--- src/rtl/lsu_pkg.sv ---
// Shared types for the load/store unit: access size, FSM state, RISC-V funct3 codes.
// No logic of its own; size_bytes() gives the byte count for an access size.
// Imported by lsu_align and load_store_unit.
package lsu_pkg;

  typedef enum logic [1:0] {
    SZ_B = 2'b00,
    SZ_H = 2'b01,
    SZ_W = 2'b10
  } size_e;

  typedef enum logic [2:0] {
    S_IDLE,
    S_RD0,
    S_WR0,
    S_RD1,
    S_WR1,
    S_RESP
  } state_e;

  localparam logic [2:0] F3_LB  = 3'b000;
  localparam logic [2:0] F3_LH  = 3'b001;
  localparam logic [2:0] F3_LW  = 3'b010;
  localparam logic [2:0] F3_LBU = 3'b100;
  localparam logic [2:0] F3_LHU = 3'b101;
  localparam logic [2:0] F3_SB  = 3'b000;
  localparam logic [2:0] F3_SH  = 3'b001;
  localparam logic [2:0] F3_SW  = 3'b010;

  function automatic logic [2:0] size_bytes(input size_e sz);
    case (sz)
      SZ_B:    return 3'd1;
      SZ_H:    return 3'd2;
      default: return 3'd4;
    endcase
  endfunction

endpackage

--- src/rtl/lsu_align.sv ---
// lsu_align: byte-lane steering for loads (extract + extend) and sub-word stores (merge).
// Latency: purely combinational. Backpressure: none, no state.
// Ports: lo_word/hi_word/off/size/is_unsigned -> load_data; old_word/wdata/off/size/part -> merged, lane_mask.
module lsu_align
  import lsu_pkg::*;
#(
  parameter int REG_BITS = 32
) (
  input  logic [REG_BITS-1:0]   lo_word,
  input  logic [REG_BITS-1:0]   hi_word,
  input  logic [1:0]            off,
  input  size_e                 size,
  input  logic                  is_unsigned,
  input  logic [REG_BITS-1:0]   old_word,
  input  logic [REG_BITS-1:0]   wdata,
  input  logic                  part,
  output logic [REG_BITS-1:0]   load_data,
  output logic [REG_BITS-1:0]   merged,
  output logic [REG_BITS/8-1:0] lane_mask
);

  localparam int LANES = REG_BITS / 8;
  localparam int PW    = 2 * LANES;

  logic [2*REG_BITS-1:0] pair;
  logic [2*REG_BITS-1:0] data2;
  logic [PW-1:0]         size_mask;
  logic [PW-1:0]         mask2;
  logic [REG_BITS-1:0]   dsel;

  // Loads: treat {hi,lo} as one little-endian window and slide it down to the offset.
  always_comb begin
    pair = {hi_word, lo_word} >> {off, 3'b000};
    case (size)
      SZ_B:    load_data = is_unsigned ? REG_BITS'(pair[7:0])
                                       : {{(REG_BITS-8){pair[7]}}, pair[7:0]};
      SZ_H:    load_data = is_unsigned ? REG_BITS'(pair[15:0])
                                       : {{(REG_BITS-16){pair[15]}}, pair[15:0]};
      default: load_data = pair[REG_BITS-1:0];
    endcase
  end

  // Stores: lanes laid out across two words; part picks which word is being rewritten.
  always_comb begin
    case (size)
      SZ_B:    size_mask = PW'(1);
      SZ_H:    size_mask = PW'(3);
      default: size_mask = PW'(15);
    endcase
    mask2     = size_mask << off;
    data2     = {{REG_BITS{1'b0}}, wdata} << {off, 3'b000};
    lane_mask = part ? mask2[PW-1:LANES] : mask2[LANES-1:0];
    dsel      = part ? data2[2*REG_BITS-1:REG_BITS] : data2[REG_BITS-1:0];
    merged    = old_word;
    for (int i = 0; i < LANES; i++) begin
      if (lane_mask[i]) merged[i*8 +: 8] = dsel[i*8 +: 8];
    end
  end

endmodule

--- src/rtl/load_store_unit.sv ---
// load_store_unit: RISC-V LB/LH/LW/LBU/LHU/SB/SH/SW onto a word-wide DataMemory port.
// Latency accept->resp_valid: aligned load 2, word store 2, sub-word store 3, crossing load 3, crossing store 5, error 1.
// Backpressure: req_ready high only in IDLE; one request in flight, request inputs ignored while busy.
// Build option LSU_MISALIGN_EN: word-crossing accesses are split over two words; undefined, misaligned
// accesses return resp_err with no memory write and the second-word states are not built.
// Ports: CLK/RST (async active-high); req_* core request; resp_* one-cycle response;
//        mem_addr/mem_wd/mem_we to DataMemory, mem_rd combinational read data back.
module load_store_unit
  import lsu_pkg::*;
#(
  parameter int REG_BITS      = 32,
  parameter int MEM_ADDR_BITS = 10
) (
  input  logic                     CLK,
  input  logic                     RST,
  input  logic                     req_valid,
  output logic                     req_ready,
  input  logic                     req_we,
  input  logic [2:0]               req_funct3,
  input  logic [REG_BITS-1:0]      req_addr,
  input  logic [REG_BITS-1:0]      req_wdata,
  output logic                     resp_valid,
  output logic [REG_BITS-1:0]      resp_rdata,
  output logic                     resp_err,
  output logic [MEM_ADDR_BITS-1:0] mem_addr,
  output logic [REG_BITS-1:0]      mem_wd,
  output logic                     mem_we,
  input  logic [REG_BITS-1:0]      mem_rd
);

  state_e                   state;
  logic                     we_q;
  logic [2:0]               f3_q;
  logic [1:0]               off_q;
  logic [MEM_ADDR_BITS-1:0] word0_q;
  logic [REG_BITS-1:0]      wdata_q;

  size_e                    req_size;
  size_e                    sz_q;
  logic [1:0]               req_off;
  logic [MEM_ADDR_BITS-1:0] req_word0;
  logic                     req_err;
  logic                     req_full_word;

  assign req_off       = req_addr[1:0];
  assign req_word0     = req_addr[MEM_ADDR_BITS+1:2];
  assign req_size      = size_e'(req_funct3[1:0]);
  assign sz_q          = size_e'(f3_q[1:0]);
  assign req_full_word = (req_size == SZ_W) && (req_off == 2'd0);

  // Address bits above the memory window alias; they are deliberately dropped.
  logic unused_addr_hi;
  assign unused_addr_hi = ^req_addr[REG_BITS-1:MEM_ADDR_BITS+2];

`ifdef LSU_MISALIGN_EN
  logic                     cross_q;
  logic                     req_cross;
  logic [2:0]               req_end;
  logic [REG_BITS-1:0]      lo_q;
  logic [MEM_ADDR_BITS-1:0] word1;

  assign req_end   = {1'b0, req_off} + size_bytes(req_size);
  assign req_cross = (req_end > 3'd4);
  assign req_err   = (req_funct3[1:0] == 2'b11);
  assign word1     = word0_q + 1'b1;  // wraps at the top of memory
`else
  assign req_err = (req_funct3[1:0] == 2'b11)
                || ((req_size == SZ_H) && req_off[0])
                || ((req_size == SZ_W) && (req_off != 2'd0));
`endif

  logic [REG_BITS-1:0]   align_lo;
  logic                  align_part;
  logic [REG_BITS-1:0]   load_data;
  logic [REG_BITS-1:0]   merged;
  logic [REG_BITS/8-1:0] unused_lane_mask;

  // In RD1 the low word was captured in RD0 and mem_rd now carries the high word.
`ifdef LSU_MISALIGN_EN
  assign align_lo   = (state == S_RD1) ? lo_q : mem_rd;
  assign align_part = (state == S_RD1);
`else
  assign align_lo   = mem_rd;
  assign align_part = 1'b0;
`endif

  lsu_align #(.REG_BITS(REG_BITS)) u_align (
    .lo_word     (align_lo),
    .hi_word     (mem_rd),
    .off         (off_q),
    .size        (sz_q),
    .is_unsigned (f3_q[2]),
    .old_word    (mem_rd),
    .wdata       (wdata_q),
    .part        (align_part),
    .load_data   (load_data),
    .merged      (merged),
    .lane_mask   (unused_lane_mask)
  );

  // All outputs are registered: each transition sets up the memory port for the state being entered.
  always_ff @(posedge CLK or posedge RST) begin
    if (RST) begin
      state      <= S_IDLE;
      req_ready  <= 1'b1;
      resp_valid <= 1'b0;
      resp_err   <= 1'b0;
      resp_rdata <= '0;
      mem_we     <= 1'b0;
      mem_addr   <= '0;
      mem_wd     <= '0;
      we_q       <= 1'b0;
      f3_q       <= '0;
      off_q      <= '0;
      word0_q    <= '0;
      wdata_q    <= '0;
`ifdef LSU_MISALIGN_EN
      cross_q    <= 1'b0;
      lo_q       <= '0;
`endif
    end else begin
      mem_we     <= 1'b0;
      mem_wd     <= '0;
      resp_valid <= 1'b0;
      resp_err   <= 1'b0;
      resp_rdata <= '0;
      case (state)
        S_IDLE: begin
          if (req_valid) begin
            req_ready <= 1'b0;
            we_q      <= req_we;
            f3_q      <= req_funct3;
            off_q     <= req_off;
            word0_q   <= req_word0;
            wdata_q   <= req_wdata;
            mem_addr  <= req_word0;
`ifdef LSU_MISALIGN_EN
            cross_q   <= req_cross;
`endif
            if (req_err) begin
              state      <= S_RESP;
              resp_valid <= 1'b1;
              resp_err   <= 1'b1;
            end else if (req_we && req_full_word) begin
              state  <= S_WR0;
              mem_we <= 1'b1;
              mem_wd <= req_wdata;
            end else begin
              state <= S_RD0;
            end
          end
        end
        S_RD0: begin
          if (we_q) begin
            state  <= S_WR0;
            mem_we <= 1'b1;
            mem_wd <= merged;
          end else begin
`ifdef LSU_MISALIGN_EN
            if (cross_q) begin
              state    <= S_RD1;
              lo_q     <= mem_rd;
              mem_addr <= word1;
            end else
`endif
            begin
              state      <= S_RESP;
              resp_valid <= 1'b1;
              resp_rdata <= load_data;
            end
          end
        end
        S_WR0: begin
`ifdef LSU_MISALIGN_EN
          if (cross_q) begin
            state    <= S_RD1;
            mem_addr <= word1;
          end else
`endif
          begin
            state      <= S_RESP;
            resp_valid <= 1'b1;
          end
        end
`ifdef LSU_MISALIGN_EN
        S_RD1: begin
          if (we_q) begin
            state  <= S_WR1;
            mem_we <= 1'b1;
            mem_wd <= merged;
          end else begin
            state      <= S_RESP;
            resp_valid <= 1'b1;
            resp_rdata <= load_data;
            mem_addr   <= word0_q;
          end
        end
        S_WR1: begin
          state      <= S_RESP;
          resp_valid <= 1'b1;
          mem_addr   <= word0_q;
        end
`endif
        S_RESP: begin
          state     <= S_IDLE;
          req_ready <= 1'b1;
        end
        default: begin
          state     <= S_IDLE;
          req_ready <= 1'b1;
        end
      endcase
    end
  end

endmodule

--- config.mk ---
export PLATFORM = sky130hd
export DESIGN_NAME = load_store_unit
export DESIGN_NICKNAME = d
export VERILOG_FILES = /design/src/rtl/lsu_pkg.sv /design/src/rtl/lsu_align.sv /design/src/rtl/load_store_unit.sv
export SDC_FILE = /design/constraint.sdc
export NUM_CORES = 1
export LEC_CHECK = 0
export CAP_MARGIN = 20
export CORE_ASPECT_RATIO = 1.75
export CORE_MARGIN = 2
export CORE_UTILIZATION = 48
export CTS_CLUSTER_DIAMETER = 80
export DETAILED_ROUTE_END_ITERATION = 8
export PLACE_DENSITY = 0.82
export SKIP_CTS_REPAIR_TIMING = 1
export SLEW_MARGIN = 10
export SYNTH_ARGS = -nofsm -noshare
export SYNTH_HDL_FRONTEND = slang
export SYNTH_SLANG_ARGS = --single-unit
--- constraint.sdc ---
create_clock -name CLK -period 4.3 [get_ports CLK]
set_input_delay 0.645 -clock CLK [delete_from_list [all_inputs] [get_ports CLK]]
set_output_delay 0.645 -clock CLK [all_outputs]
set_load 0.005 [all_outputs]
-- Word level (Yosys, flattened, before mapping)
Cells that the tools add are included.
W data, S select, Z words.
- bits in registers: 119
- bits of input ports: 103
- output and inout port bits: 78
- word-level logic and storage cells: 68
- eq/ne operators: 7
- shift-type cells: 3
- muxes and demuxes: 32
- bitwise gates (word level): 1
- reduce and logical (&&, ||, !) cells: 13
- operators by type and width (kind ; count):
    $mux W32 ; 8
    $pmux W32 S2 ; 2
    $shr A64 B5 Y32 ; 1
    $mux W8 ; 4
    $shl A32 B5 Y32 ; 1
    $mux W1 ; 9
    $mux W3 ; 3
    $pmux W3 S3 ; 1
    $pmux W4 S2 ; 1
    $eq A2 B1 Y1 const B ; 2
    $eq A2 B2 Y1 const B ; 2
    $logic_and A1 B1 Y1 ; 4
    $logic_not A2 Y1 ; 2
    $pmux W1 S2 ; 2
    $reduce_and A2 Y1 ; 2
    $shl A4 B2 Y4 ; 1
    $eq A3 B1 Y1 const B ; 1
    $eq A3 B2 Y1 const B ; 1
    $logic_not A3 Y1 ; 1
    $pmux W1 S3 ; 1
    $logic_or A1 B1 Y1 ; 2
    $mux W2 ; 1
    $ne A2 B2 Y1 const B ; 1
    $reduce_bool A2 Y1 ; 1
    2 further kinds ; 2

-- Longest topological paths before layout
Gate-level depths: netlist of the first run.
- word-level depth: 7
- depth in mapped cells: 7
- gate-level depth less buffers: 3

-- Hierarchy
From an unflattened synthesis of the first run, not the netlist that was laid out.
- cells, all modules: 560
- area total of the unflattened synthesis: 6665.1 um2
- by module, submodules not included (module ; times used ; cells each ; area each (um2) ; sequential area each (um2)):
    load_store_unit ; 1 ; 271 ; 4330.4 ; 2979.1
    lsu_align ; 1 ; 289 ; 2334.7 ; 0.0

-- Worst setup path before layout of the first run
Ideal clock, no wire load.
- path type: input -> register
- from: input req_funct3[0]
- to: register mem_wd[11]
- library setup time: 0.067 ns
- arrival time: 1.695 ns
- required time: 4.233 ns
- setup slack: 2.538 ns
- stages on the path: 5
- path through: nor4bb_1 > and3b_1 > buf_2 > buf_2 > a32o_1
- word-level cells in the longest chain between the ends: 7
- ends and longest elaborated chain (element ; line ; text):
    from (decl) ; load_store_unit.sv:19 ; input logic [2:0] req_funct3,
    $eq A2 B2 Y1 / $eq A2 B1 Y1 (equally long branches) ; load_store_unit.sv:49, load_store_unit.sv:69, load_store_unit.sv:68 ;
    $logic_and A1 B1 Y1 (on tied branches) ; load_store_unit.sv:49, load_store_unit.sv:68 ;
    $logic_and A1 B1 Y1 / $logic_or A1 B1 Y1 (equally long branches) ; load_store_unit.sv:144, load_store_unit.sv:68 ;
    $mux W32 / $logic_or A1 B1 Y1 (equally long branches) ; load_store_unit.sv:144, load_store_unit.sv:69 ;
    $mux W32 (*) ; load_store_unit.sv:140 ; if (req_err) begin
    $mux W32 (*) ; load_store_unit.sv:129 ; if (req_valid) begin
    $pmux W32 S2 (*) ; load_store_unit.sv:127 ; case (state)
    to (signal assigned) ; load_store_unit.sv:147 ; mem_wd <= req_wdata;
    to (signal assigned) ; load_store_unit.sv:157 ; mem_wd <= merged;
    to (decl) ; load_store_unit.sv:26 ; output logic [REG_BITS-1:0] mem_wd,
Mark *: on every way between the ends. The rest lies on a longest branch, timed or not.
A chain may end at the register's enable or synchronous reset.

-- Worst setup path in the final report of the first run
- from: register off_q[1]
- to: register resp_rdata[31]
- word-level cells in the longest chain between the ends: 5
- ends and longest elaborated chain (element ; line ; text):
    from (decl) ; load_store_unit.sv:34 ; logic [1:0] off_q;
    from (signal assigned) ; load_store_unit.sv:133 ; off_q <= req_off;
    $shr A64 B5 Y32 (*) ; lsu_align.sv:33 ; pair = {hi_word, lo_word} >> {off, 3'b000};
    $mux W32 (on tied branches) ; lsu_align.sv:37, lsu_align.sv:35 ;
    $pmux W32 S2 (*) ; lsu_align.sv:34 ; case (size)
    $mux W32 (*) ; load_store_unit.sv:154 ; if (we_q) begin
    $mux W32 (*) ; load_store_unit.sv:127 ;
    to (signal assigned) ; load_store_unit.sv:169 ; resp_rdata <= load_data;
    to (decl) ; load_store_unit.sv:23 ; output logic [REG_BITS-1:0] resp_rdata,
Marked as above.

==> results.cfg, run 1 <==
[worst_hold_path]
min_path_type = reg -> reg

[timing]
clock_skew_ns = 0.00734
hold_viol = 0
slew_violations = 0
grt_setup_unrepaired = false
tns_ns = 0
worst_pin_slew_ns = 1.23
min_period_over_period = 0.656
layout_min_cycle_time_ns = 2.82
finalSetupViolations = 0
max_freq_ghz = 0.354
slew_headroom = 0.179

[floorplanning]
num_rows = 55
dieArea_sq_um = 14000
die_y_microns = 155
core_area_sq_um = 12800
initial_core_util = 0.489
die_x_microns = 90.3
io_pins = 181

[clock_tree]
h-tree-depth = 4
cts.sinks = 119
cts_root_buf = clkbuf_16
clock_latency_ns = 0.42
cts_buffers = 17
clk_pin_slew_ns = 0.06
cts_buffer_depth = 2
cts_tree = done

[place]
port_buffers = 160
place.detailed.hpwl_mm = 12.4
gp_congestion = 0.906

[drt]
routedWlPerCell_microns = 21.8
drt_iter0_drc = 466
via_per_inst = 6.16
vias = 4881
finalWirelength_mm = 17.2
ant_nets = 0
route.detailed.drc = 0
firstDrtPassIters = 5

[setup_path]
path_class = reg -> reg
worst-endpoint-arrival_ns = 3.06
crit_chain = mux2_2 -> a222oi_1 -> o32ai_1
cpPeakStageDelay_ns = 1.06
worst-path-max-fanout = 32
end_kind = register
required_ns = 4.54
critical_path.slowest_cell = a222oi_1
startpoint_type = register

[synth]
synth_seq_cells = 119
synthAdderAreaFrac = 0
synthCells = 465
ys_warn_count = 0
synth-simple-area-share = 0.0666
synth_xor_area_frac = 0.00140
synth_cell_type_count = 53
yosysSeqAreaShare = 0.476
synth_nets = 568
async_reset_ff_frac = 1.00
synthFlopType = dfrtp_1
synth-edff-count = 0
synth_top_family_by_area = multiplexers
synth_compound_area_frac = 0.137
synthesis.area_sq_um = 6250
avgSynthCellArea_sq_um = 13.5
synthMuxAreaShare = 0.268

[cells_and_area]
layout-drive-gt1-share = 0.226
nNetsFinal = 709
layout_common_cells = 160 x clkdlybuf4s50_1, 116 x dfrtp_1, 50 x mux2_2
fill_cells = 936
final_common_cell = clkdlybuf4s50_1
finish.utilization = 0.669
syn_to_final_growth_pct = 37.0

[power_and_ir_drop]
cellLeakagePower_nw = 3.58
vdd_ir_drop_max_v = 0.000355
powerDensity_nw_per_um2 = 737

[global_routing]
grt.overflow.total = 0
grt_pass1_vias = 4985
grt_max_degree = 63
antenna_found_initial = 2
grt_use_total = 0.254
grt_pass1_wl_mm = 27.2

[outcome]
status = finished clean

[job]
drv_cap = 0
## per-layer routing
metal	vias to the layer above	routed length (microns)	GRT usage
met5	-	0	0
met4	0	919	0.158
met3	57	1000	0.0465
met2	255	9270	0.443
met1	2480	6060	0.288
li1	2089	-	-
## critical path, delay by kind of cell (launching register included)
family             cells  cell delay (ns)
DFF                    1             0.88
muxes                  1             0.45
AOI/OAI and AO/OA      2             1.29
## synthesized netlist by cell type, drive strengths merged, types with 2 or more instances
library cell    n  area share
nand3b          2      0.0024
nor2b           8      0.0080
or3             4      0.0040
nand2          12      0.0072
mux2i          26       0.042
a21oi          10      0.0080
clkbuf         11      0.0066
o221ai          8       0.011
a221o           8       0.013
o21ai           4      0.0032
buf            35       0.035
nor4b           2      0.0052
o211ai          8      0.0096
nor4bb          2      0.0032
a211oi         10       0.013
a2bb2oi         8       0.011
mux4           38        0.14
a32o            8       0.013
o31ai           7      0.0084
and2           10       0.010
nand3          15       0.012
dfrtp         118        0.47
nand2b          2      0.0020
o211a           8       0.013
o21a            2      0.0024
a21o            8      0.0096
nand4bb         2      0.0036
o2bb2ai         8       0.011
mux2           50       0.090
inv            12      0.0072
o32ai           2      0.0028
nor2            3      0.0022
## cells by family (layout without fill, tap and decap cells)
logic type	count (synthesis)	in the layout
flops	119	119
mux	114	114
simple gates	67	67
xor+xnor	1	1
other cells	0	2
buf+inv	59	213
compound gates	105	105
## per-stage QoR
stage	cell area [sq um]	hold WS (ns)	total power (W)	instances	setup slack, ns
final	8570	0.506	0.00631	792	1.48
after global routing	8570	0.530	0.00666	792	1.31
after CTS	8560	0.508	0.00633	790	1.50
after detailed placement	7910	0.496	0.00474	758	1.26
after global placement	7910	0.485	0.00463	758	1.34
after floorplan	6250	0.476	0.00378	465	0.499
## registers in the layout, indices dropped and copies added (netlist names)
register and cells:
f3_q 3, resp_err 1, state 3, resp_valid 1, wdata_q 32, we_q 1
req_ready 1, resp_rdata 32, mem_wd 32, mem_addr 10, off_q 2, mem_we 1
## area by class of cell
| cell class | count | area, sq um | share of cell area |
|---|---|---|---|
| inverters | 13 | 51.3 | 0.00599 |
| clock inverters | 12 | 199 | 0.0232 |
| clock buffers | 20 | 457 | 0.0533 |
| multi-input cells | 287 | 2990 | 0.348 |
| flip-flops and latches | 119 | 2980 | 0.348 |
| diodes | 2 | 5.00 | 0.000584 |
| repair buffers | 168 | 1670 | 0.195 |
| well taps | 171 | 214 | 0.0250 |
## path summary, 6_finish.rpt
path,startpoint,endpoint,slack [ns],cells past startpoint
setup reg to reg,off_q[1],resp_rdata[31],1.48,3
hold / removal,mem_addr[9],mem_addr[9],0.51,1
min in group asynchronous,RST,resp_valid,0.71,2
hold reg to reg,mem_addr[9],mem_addr[9],0.51,1
setup / recovery,off_q[1],resp_rdata[31],1.48,3
max in group asynchronous,RST,mem_wd[13],2.79,3
## report_power, final
group / leakage (nW) / switching, W / internal [W]
Sequential: 1.53 / 0.000499 / 0.00158
Combinational: 1.73 / 0.00110 / 0.00158
Clock: 0.320 / 0.000501 / 0.00106
Total: 3.58 / 0.00210 / 0.00421
Note: power is estimated with default switching activity, not from simulation.
==> inputs of run 2 (changes only) <==
==> constraint.sdc (replaced) <==
create_clock -name CLK -period 2.71 [get_ports CLK]
set_input_delay 0.4065 -clock CLK [delete_from_list [all_inputs] [get_ports CLK]]
set_output_delay 0.4065 -clock CLK [all_outputs]
set_load 0.005 [all_outputs]
==> results.cfg, run 2 (synthesis gave the netlist of run 1 again) <==
[outcome]
status = finished clean

[clock_tree]
cts_tree = done
cts.sinks = 119
cts_root_buf = clkbuf_16
cts_buffers = 17
cts_buffer_depth = 2
clk_pin_slew_ns = 0.05
clock_latency_ns = 0.42
h-tree-depth = 4

[drt]
finalWirelength_mm = 17.7
route.detailed.drc = 0
drt_iter0_drc = 449
vias = 4896
via_per_inst = 6.11
ant_nets = 0
firstDrtPassIters = 5
routedWlPerCell_microns = 22.1

[floorplanning]
io_pins = 181
die_x_microns = 90.3
dieArea_sq_um = 14000
die_y_microns = 155
num_rows = 55
initial_core_util = 0.489
core_area_sq_um = 12800

[setup_path]
worst-path-max-fanout = 25
critical_path.slowest_cell = dfrtp_2
worst-endpoint-arrival_ns = 2.39
r2r-start = off_q[0]
required_ns = 3.00
path_class = reg -> reg
r2r-end = mem_wd[30]
ff2ff_path_depth = 4
end_kind = register
reg2reg_slack_ns = 0.61
crit_chain = buf_12 -> mux4_2 -> o211a_1 -> a221o_1
cpPeakStageDelay_ns = 0.75
startpoint_type = register

[global_routing]
grt_pass1_wl_mm = 27.8
antenna_found_initial = 0
grt_use_total = 0.259
grt.overflow.total = 0
grt_pass1_vias = 5205
grt_max_degree = 62

[timing]
worst_pin_slew_ns = 0.720
slew_violations = 0
min_period_over_period = 0.774
slew_headroom = 0.519
hold_viol = 0
finalSetupViolations = 0
max_freq_ghz = 0.477
layout_min_cycle_time_ns = 2.10
grt_setup_unrepaired = false
clock_skew_ns = 0.00809
worst_slack_ns = 0.613
tns_ns = 0

[place]
port_buffers = 160
pre_cts_ws_ns = 0.425
gp_congestion = 0.943
place.detailed.hpwl_mm = 12.8

[cells_and_area]
final_common_cell = clkdlybuf4s50_1
diodes = 0
layout_common_cells = 160 x clkdlybuf4s50_1, 116 x dfrtp_1, 50 x mux2_2
nNetsFinal = 720
layout-drive-gt1-share = 0.235
reg_top3 = mem_wd: 32 flops, resp_rdata: 32 flops, wdata_q: 32 flops
fill_cells = 937
syn_to_final_growth_pct = 38.5

[job]
drv_cap = 0

[worst_hold_path]
min_path_type = in -> async

[power_and_ir_drop]
powerDensity_nw_per_um2 = 1170
vdd_ir_drop_max_v = 0.000596
cellLeakagePower_nw = 3.64
-- run 2: changes by cell type in the layout (fill, tap and decap cells not counted) --
cell	delta
buf_12	+2
buf_4	+9
clkbuf_1	+3
clkbuf_8	+1
clkinv_2	-1
clkinv_4	-3
clkinvlp_4	+1
diode_2	-2
inv_4	-1
-- run 2: worst max-delay path by stage --
stage	from	end	slack (ns)	cells after the start
after floorplan	RST	f3_q[0]	0.85	1
after global placement	req_valid	wdata_q[30]	0.48	4
after detailed placement	req_valid	wdata_q[6]	0.43	4
after CTS	off_q[0]	mem_wd[30]	0.61	4
after global routing	off_q[0]	resp_rdata[24]	0.49	4
final	off_q[0]	mem_wd[30]	0.61	4
-- run 2: per-layer routing --
metal  up-vias  GRT usage  part of all wire
li1       2110          -                 -
met1      2455      0.280              0.34
met2       262      0.463              0.55
met3        69     0.0571             0.058
met4         0      0.155             0.050
met5         -          0                 0
-- run 2: worst max-delay path, delay by kind of cell (launching register included) --
kind	cells	cell delay, ns
DFF	1	0.75
muxes	1	0.52
buffers and inverters	1	0.27
AOI/OAI and AO/OA	2	0.42
-- run 2: stage by stage --
stage	utilization	area [sq um]	power, W	cells	hold WS, ns
after floorplan	-	6260	0.00599	465	0.476
after CTS	0.677	8660	0.0102	801	0.411
after global placement	0.626	8020	0.00746	769	0.485
after global routing	0.677	8660	0.0107	801	0.458
final	0.677	8660	0.0102	801	0.401
after detailed placement	0.626	8020	0.00764	769	0.497
-- run 2: where the power goes --
part           internal (W)  switching [W]  total [W]
Combinational       0.00260        0.00192    0.00452
Sequential          0.00251       0.000665    0.00317
Clock               0.00170       0.000775    0.00248
Total               0.00681        0.00336     0.0102
-- run 2: area by class of cell --
class                   instances  area (sq um)  share of cell area
multi-input cells             287          2990               0.345
flip-flops and latches        119          2980               0.344
repair buffers                179          1780               0.206
clock buffers                  24           482              0.0556
well taps                     171           214              0.0247
clock inverters                 8           168              0.0194
inverters                      13          52.6             0.00606
==> variant 1, RTL diff (config.mk and constraints of run 2) <==
Add a define of `LSU_MISALIGN_EN`.
--- a/src/rtl/load_store_unit.sv
+++ b/src/rtl/load_store_unit.sv
@@ -6,4 +6,6 @@
 // Ports: CLK/RST (async active-high); req_* core request; resp_* one-cycle response;
 //        mem_addr/mem_wd/mem_we to DataMemory, mem_rd combinational read data back.
+`define LSU_MISALIGN_EN
+
 module load_store_unit
   import lsu_pkg::*;
Formal check against the unedited RTL: not equivalent (Yosys sat finds a counterexample within 4 cycles, from zero or initial values and one cycle with RST high).
==> variant 1 against run 2 <==
Die area is 36% higher. Power is 28% higher. Design area is 29% higher. Global-route usage is 0.22 points higher. Clock skew is 4.4 ps higher. Routed wire length is 36% higher. Worst setup slack worse by 330 ps. Core utilization is 3.8 points lower. Sequential cell count is 43 higher. Area after synthesis is 37% higher. Critical path type unchanged. Largest cell class unchanged. Highest routed layer unchanged.
==> variant 1: results (changes against run 2) <==
{| class="wikitable"
! Metric !! Value
|-
| Synthesized instance count || 884 (+90%)
|-
| Signal arrival time at the worst endpoint || 2780 ps (+390 ps)
|-
| Top cells by area, synth || sky130_fd_sc_hd__dfrtp_1, sky130_fd_sc_hd__mux2i_1, sky130_fd_sc_hd__nand2_1
|-
| Antenna violations before repair || 2 (+2)
|-
| CTS clock-pin slew for the worst setup and hold paths || 70 ps (+20 ps)
|-
| Worst rel slew slack || 0.5435 (+0.02413)
|-
| Vias in the first global route || 7568 (+45%)
|-
| Dpl cell area || 10560 sq um (+32%)
|-
| Register area share after synthesis || 0.4720 (-0.004328)
|-
| Path depth of the worst reg2reg path || 5 (+1)
|-
| Detailed-router iteration count before antenna repair || 6 (+1)
|-
| Final RePlAce weighted congestion || 0.8941 (-5.2%)
|-
| Total nets after synthesis || 990 (+74%)
|-
| Final sequential cell count || 162 (+36%)
|-
| Number of remaining DRC errors || 0 (unchanged)
|-
| Share of post-route cells with drive strength above 1 || 0.1212 (-0.1137)
|-
| Maximum number of pins on one net before global-route repair || 52 (-16%)
|-
| Non-clock buffer total of the final layout || 197 (+10%)
|-
| Static leakage || 5.066 nW (+39%)
|-
| Clock Root Buffer || sky130_fd_sc_hd__clkbuf_16
|-
| Filler-free cell count of the finished design || 1281 (+60%)
|-
| Area used by multi-input combinational logic || 4238 sq um (+42%)
|-
| Critical path fanouts, max || 18 (-28%)
|-
| Worst-case clock skew || 12.51 ps (+4.419 ps)
|-
| Final period demand of the worst path || 2430 ps (+333.3 ps)
|-
| Antenna diodes || 2 (+2)
|-
| Clock distribution power || 2.63 mW (+6%)
|-
| Internal power of the cells || 8.001 mW (+18%)
|-
| Initial DRC count || 582 (+30%)
|-
| Clock buffer depth || 2 (unchanged)
|-
| Unique masters post-synth || 55 (+3.8%)
|-
| Switching component of the power || 5.007 mW (+49%)
|-
| NumNets Final || 1141 (+58%)
|-
| Via density per instance || 5.928 (-3.0%)
|-
| Status || complete, no violations
|-
| Clock insertion delay at the later pin of the skew report || roughly 430 ps
|-
| Global router's overall resource usage || 0.2613 (+0.002189)
|-
| Inverters excl. clock || 8 (-5)
|-
| Wire length of the first global-routing pass || 39230 um (+41%)
|-
| Maximum ir drop on the vdd rail || 0.0006740 V (+13%)
|-
| Register-to-Register Setup Slack || 280 ps (-330 ps)
|-
| Routed WL per cell || 18.84 um (-15%)
|-
| Flip-flop and latch share of the layout cell area || 0.3620 (+0.01791)
|-
| Count of multi-input combinational gates || 649 (+130%)
|-
| FILL cells || 1378 (+47%)
|-
| Number of placed instances, taps included || 1247 (+62%)
|-
| Netlist Area Pre-Place || 8592 sq um (+37%)
|-
| Signal buf overhead || 0.1733 (-0.03238)
|-
| Logic gate share of total power || 0.478 (+0.033)
|-
| Clock network area share || 0.05738 (-0.01757)
|-
| Total half-perimeter wirelength after legalization and detailed placement || 17570 um (+37%)
|-
| Synth cell count leaders || sky130_fd_sc_hd__nand2_1, sky130_fd_sc_hd__dfrtp_1, sky130_fd_sc_hd__mux2i_1
|-
| Count of yosys warnings during synthesis || 0 (unchanged)
|}
## variant 1: cell types whose count changed in the layout (fill, tap and decap cells not counted), sizes merged, moves of 18 or more
cell and delta:
nand2 +196, mux2i +58, dfrtp +43, nor2 +39, a21oi +31, mux4 -29, nor3 +29, o21ai +23
buf +18
## variant 1: metrics by stage
step | utilization | setup WS, ps | hold WS [ps]
after floorplan | - | 247.5 | 445.3
after global placement | 0.6022 | 313.9 | 467.3
after detailed placement | 0.6022 | 280.4 | 469.1
after CTS | 0.6388 | 323.4 | 415.1
after global routing | 0.6391 | 131.3 | 442.3
final | 0.6391 | 280.0 | 401.5
## variant 1: path summary, 6_finish.rpt
kind | start | end
setup / recovery | off_q[1] | mem_wd[7]
hold / removal | RST | lo_q[12]
setup reg to reg | off_q[1] | mem_wd[7]
hold reg to reg | lo_q[7] | lo_q[7]
max in group asynchronous | RST | req_ready
min in group CLK | lo_q[7] | lo_q[7]
## variant 1: worst max-delay path: stages (launching register included)
cell                        delay [ps]
sky130_fd_sc_hd__dfrtp_2           570
sky130_fd_sc_hd__clkinv_1          440
sky130_fd_sc_hd__nand2_1           210
sky130_fd_sc_hd__a2bb2oi_1         240
sky130_fd_sc_hd__nor2b_1           570
sky130_fd_sc_hd__a221o_1           320
## variant 1: cells by family (layout without fill, tap and decap cells)
group,count (synthesis),count (layout),synth area share
buf+inv,73,237,0.03524
xor+xnor,3,3,0.003059
other cells,0,2,0
mux,129,129,0.1686
flops,162,162,0.4720
fa+ha+maj,3,3,0.005242
compound gates,175,175,0.1434
simple gates,339,339,0.1724
## variant 1: per-layer routing
metal,wire [um],track usage,part of all wire
met2,12290,0.4496,0.51
met5,0,0,0
met3,1588,0.04437,0.066
met4,1156,0.1424,0.048
met1,9104,0.3083,0.38
==> variant 2, RTL diff (flow settings as in run 2) <==
Made on the original files. The 6 states of `state_e` get a one-hot encoding in 6 bits.
--- a/src/rtl/lsu_pkg.sv
+++ b/src/rtl/lsu_pkg.sv
@@ -10,11 +10,11 @@
   } size_e;
 
-  typedef enum logic [2:0] {
-    S_IDLE,
-    S_RD0,
-    S_WR0,
-    S_RD1,
-    S_WR1,
-    S_RESP
+  typedef enum logic [5:0] {
+    S_IDLE = 6'b000001,
+    S_RD0  = 6'b000010,
+    S_WR0  = 6'b000100,
+    S_RD1  = 6'b001000,
+    S_WR1  = 6'b010000,
+    S_RESP = 6'b100000
   } state_e;
 
Formal check against the unedited RTL: same outputs for any inputs over 10 cycles, from zero or initial values and one cycle with RST high; not proved beyond that.
==> variant 2 against run 2 <==
Design area down 4.1%. Clock power is 10% lower. Area after synthesis is 4.5% lower. Sequential share of layout area up 1.8 points. Power down 20%. Global-route usage up 2.2 points. Routed wire length up 1.9%. Synthesized cell count rose by 25%. Via count increased by 6.7%. Sequential cell count up 1. Worst setup slack got worse by 4.5 ps. Core utilization rose by 1.2 points. Non-clock buffer count is 8 lower. Largest power group unchanged.
==> variant 2: results (changes against run 2) <==
{| class="wikitable"
! Metric !! Value
|-
| Status || complete, no violations
|-
| I/O Buffers || 160 (unchanged)
|-
| Maximum single-stage delay on the critical path || 650 ps (-100 ps)
|-
| Detailed-router iteration count before antenna repair || 7 (+2)
|-
| Final RePlAce weighted congestion || 0.8353 (-11%)
|-
| Worst-case clock skew || 5.313 ps (-2.774 ps)
|-
| Top cells by area, synth || sky130_fd_sc_hd__dfrtp_1, sky130_fd_sc_hd__nand2_1, sky130_fd_sc_hd__mux4_2
|-
| Vias || 5223 (+6.7%)
|-
| Initial DRC count || 475 (+5.8%)
|-
| FILL cells || 950 (+1.4%)
|-
| Largest delay contributor family on the critical path || flip-flops
|-
| Worst min-delay path class || flop to flop
|-
| NumNets Final || 836 (+16%)
|-
| Unique masters post-synth || 43 (-19%)
|-
| Final routed wirelength across all metal layers || 18030 um (+1.9%)
|-
| Wire length of the first global-routing pass || 27930 um (+0.30%)
|-
| CTS clock-pin slew for the worst setup and hold paths || ~60 ps
|-
| Maximum number of pins on one net before global-route repair || 121 (+95%)
|-
| Total clock buffers created by CTS || 17 (unchanged)
|-
| Global router's overall resource usage || 0.2814 (+0.02231)
|-
| Share of post-route cells with drive strength above 1 || 0.1354 (-0.09953)
|-
| Maximum ir drop on the vdd rail || 0.0008598 V (+44%)
|-
| Register area share after synthesis || 0.5032 (+0.02695)
|-
| Static leakage || 3.742 nW (+2.9%)
|-
| Slew @ Worst Pin || 812.7 ps (+92.43 ps)
|-
| Critical path fanouts, max || 20 (-20%)
|-
| Synth cell count leaders || sky130_fd_sc_hd__nand2_1, sky130_fd_sc_hd__dfrtp_1, sky130_fd_sc_hd__mux2i_1
|-
| Pre-CTS setup slack || 480.9 ps (+55.40 ps)
|-
| Internal power of the cells || 5.192 mW (-24%)
|-
| Vias in the first global route || 5307 (+2.0%)
|-
| Signal arrival time at the worst endpoint || 2420 ps (+30 ps)
|-
| Total nets after synthesis || 685 (+21%)
|-
| Standard cell with the maximum stage delay on the critical path || sky130_fd_sc_hd__dfrtp_2
|-
| Async set-or-reset flop fraction in the synthesized netlist || 1.000 (unchanged)
|-
| Count of yosys warnings during synthesis || 0 (unchanged)
|-
| Antenna diodes || 0 (unchanged)
|-
| Total half-perimeter wirelength after legalization and detailed placement || 12730 um (-0.61%)
|-
| Synth Flop Type || sky130_fd_sc_hd__dfrtp_1
|}
variant 2: metrics by stage:
stage / cells / area, sq um
4_1_cts: 911 / 8313
2_1_floorplan: 582 / 5976
6_report: 911 / 8313
3_3_place_gp: 879 / 7724
3_5_place_dp: 879 / 7724
5_1_grt: 911 / 8313
variant 2: layout make-up:
cell class | count | area share
clock buffers | 18 | 0.05283
clock inverters | 14 | 0.01806
inverters | 20 | 0.009482
multi-input cells | 403 | 0.3259
flip-flops and latches | 120 | 0.3618
well taps | 165 | 0.02483
repair buffers | 171 | 0.2071
variant 2: path summary, 6_finish.rpt:
| path | cells past startpoint | startpoint | end | slack [ps] |
|---|---|---|---|---|
| max reg2reg | 5 | off_q[1] | mem_wd[17] | 610 |
| min | 2 | mem_addr[3] | mem_addr[3] | 480 |
| min in group asynchronous | 3 | RST | resp_rdata[6] | 510 |
| min reg2reg | 2 | mem_addr[3] | mem_addr[3] | 480 |
| max in group asynchronous | 3 | RST | off_q[1] | 1670 |
| max | 5 | off_q[1] | mem_wd[17] | 610 |
variant 2: power groups by stage:
stage	clock network [mW]	registers, mW	logic (mW)
after floorplan	0	2.48	2.37
after global placement	0	2.66	3.07
after detailed placement	0	2.70	3.16
after CTS	2.25	2.68	3.21
after global routing	2.35	2.76	3.48
final	2.22	2.70	3.21
variant 2: worst min-delay path: stages, from the launching register on:
cell	delay (ps)
sky130_fd_sc_hd__dfrtp_1	340
sky130_fd_sc_hd__nand2_1	50
sky130_fd_sc_hd__nand2_1	60
variant 2: kinds of logic (layout without fill, tap and decap cells):
family          count (synthesis)  count (layout)  synth area share
compound gates                103             103            0.1096
xor+xnor                        1               1          0.001467
buf+inv                        59             223           0.04442
flops                         120             120            0.5032
mux                            74              74            0.1739
simple gates                  225             225            0.1674
variant 2: per-layer routing:
metal	vias up	track usage	share of wire
met5	-	0	0
met4	0	0.1152	0.035
met3	53	0.07151	0.064
met2	282	0.4880	0.54
met1	2556	0.3269	0.36
li1	2332	-	-
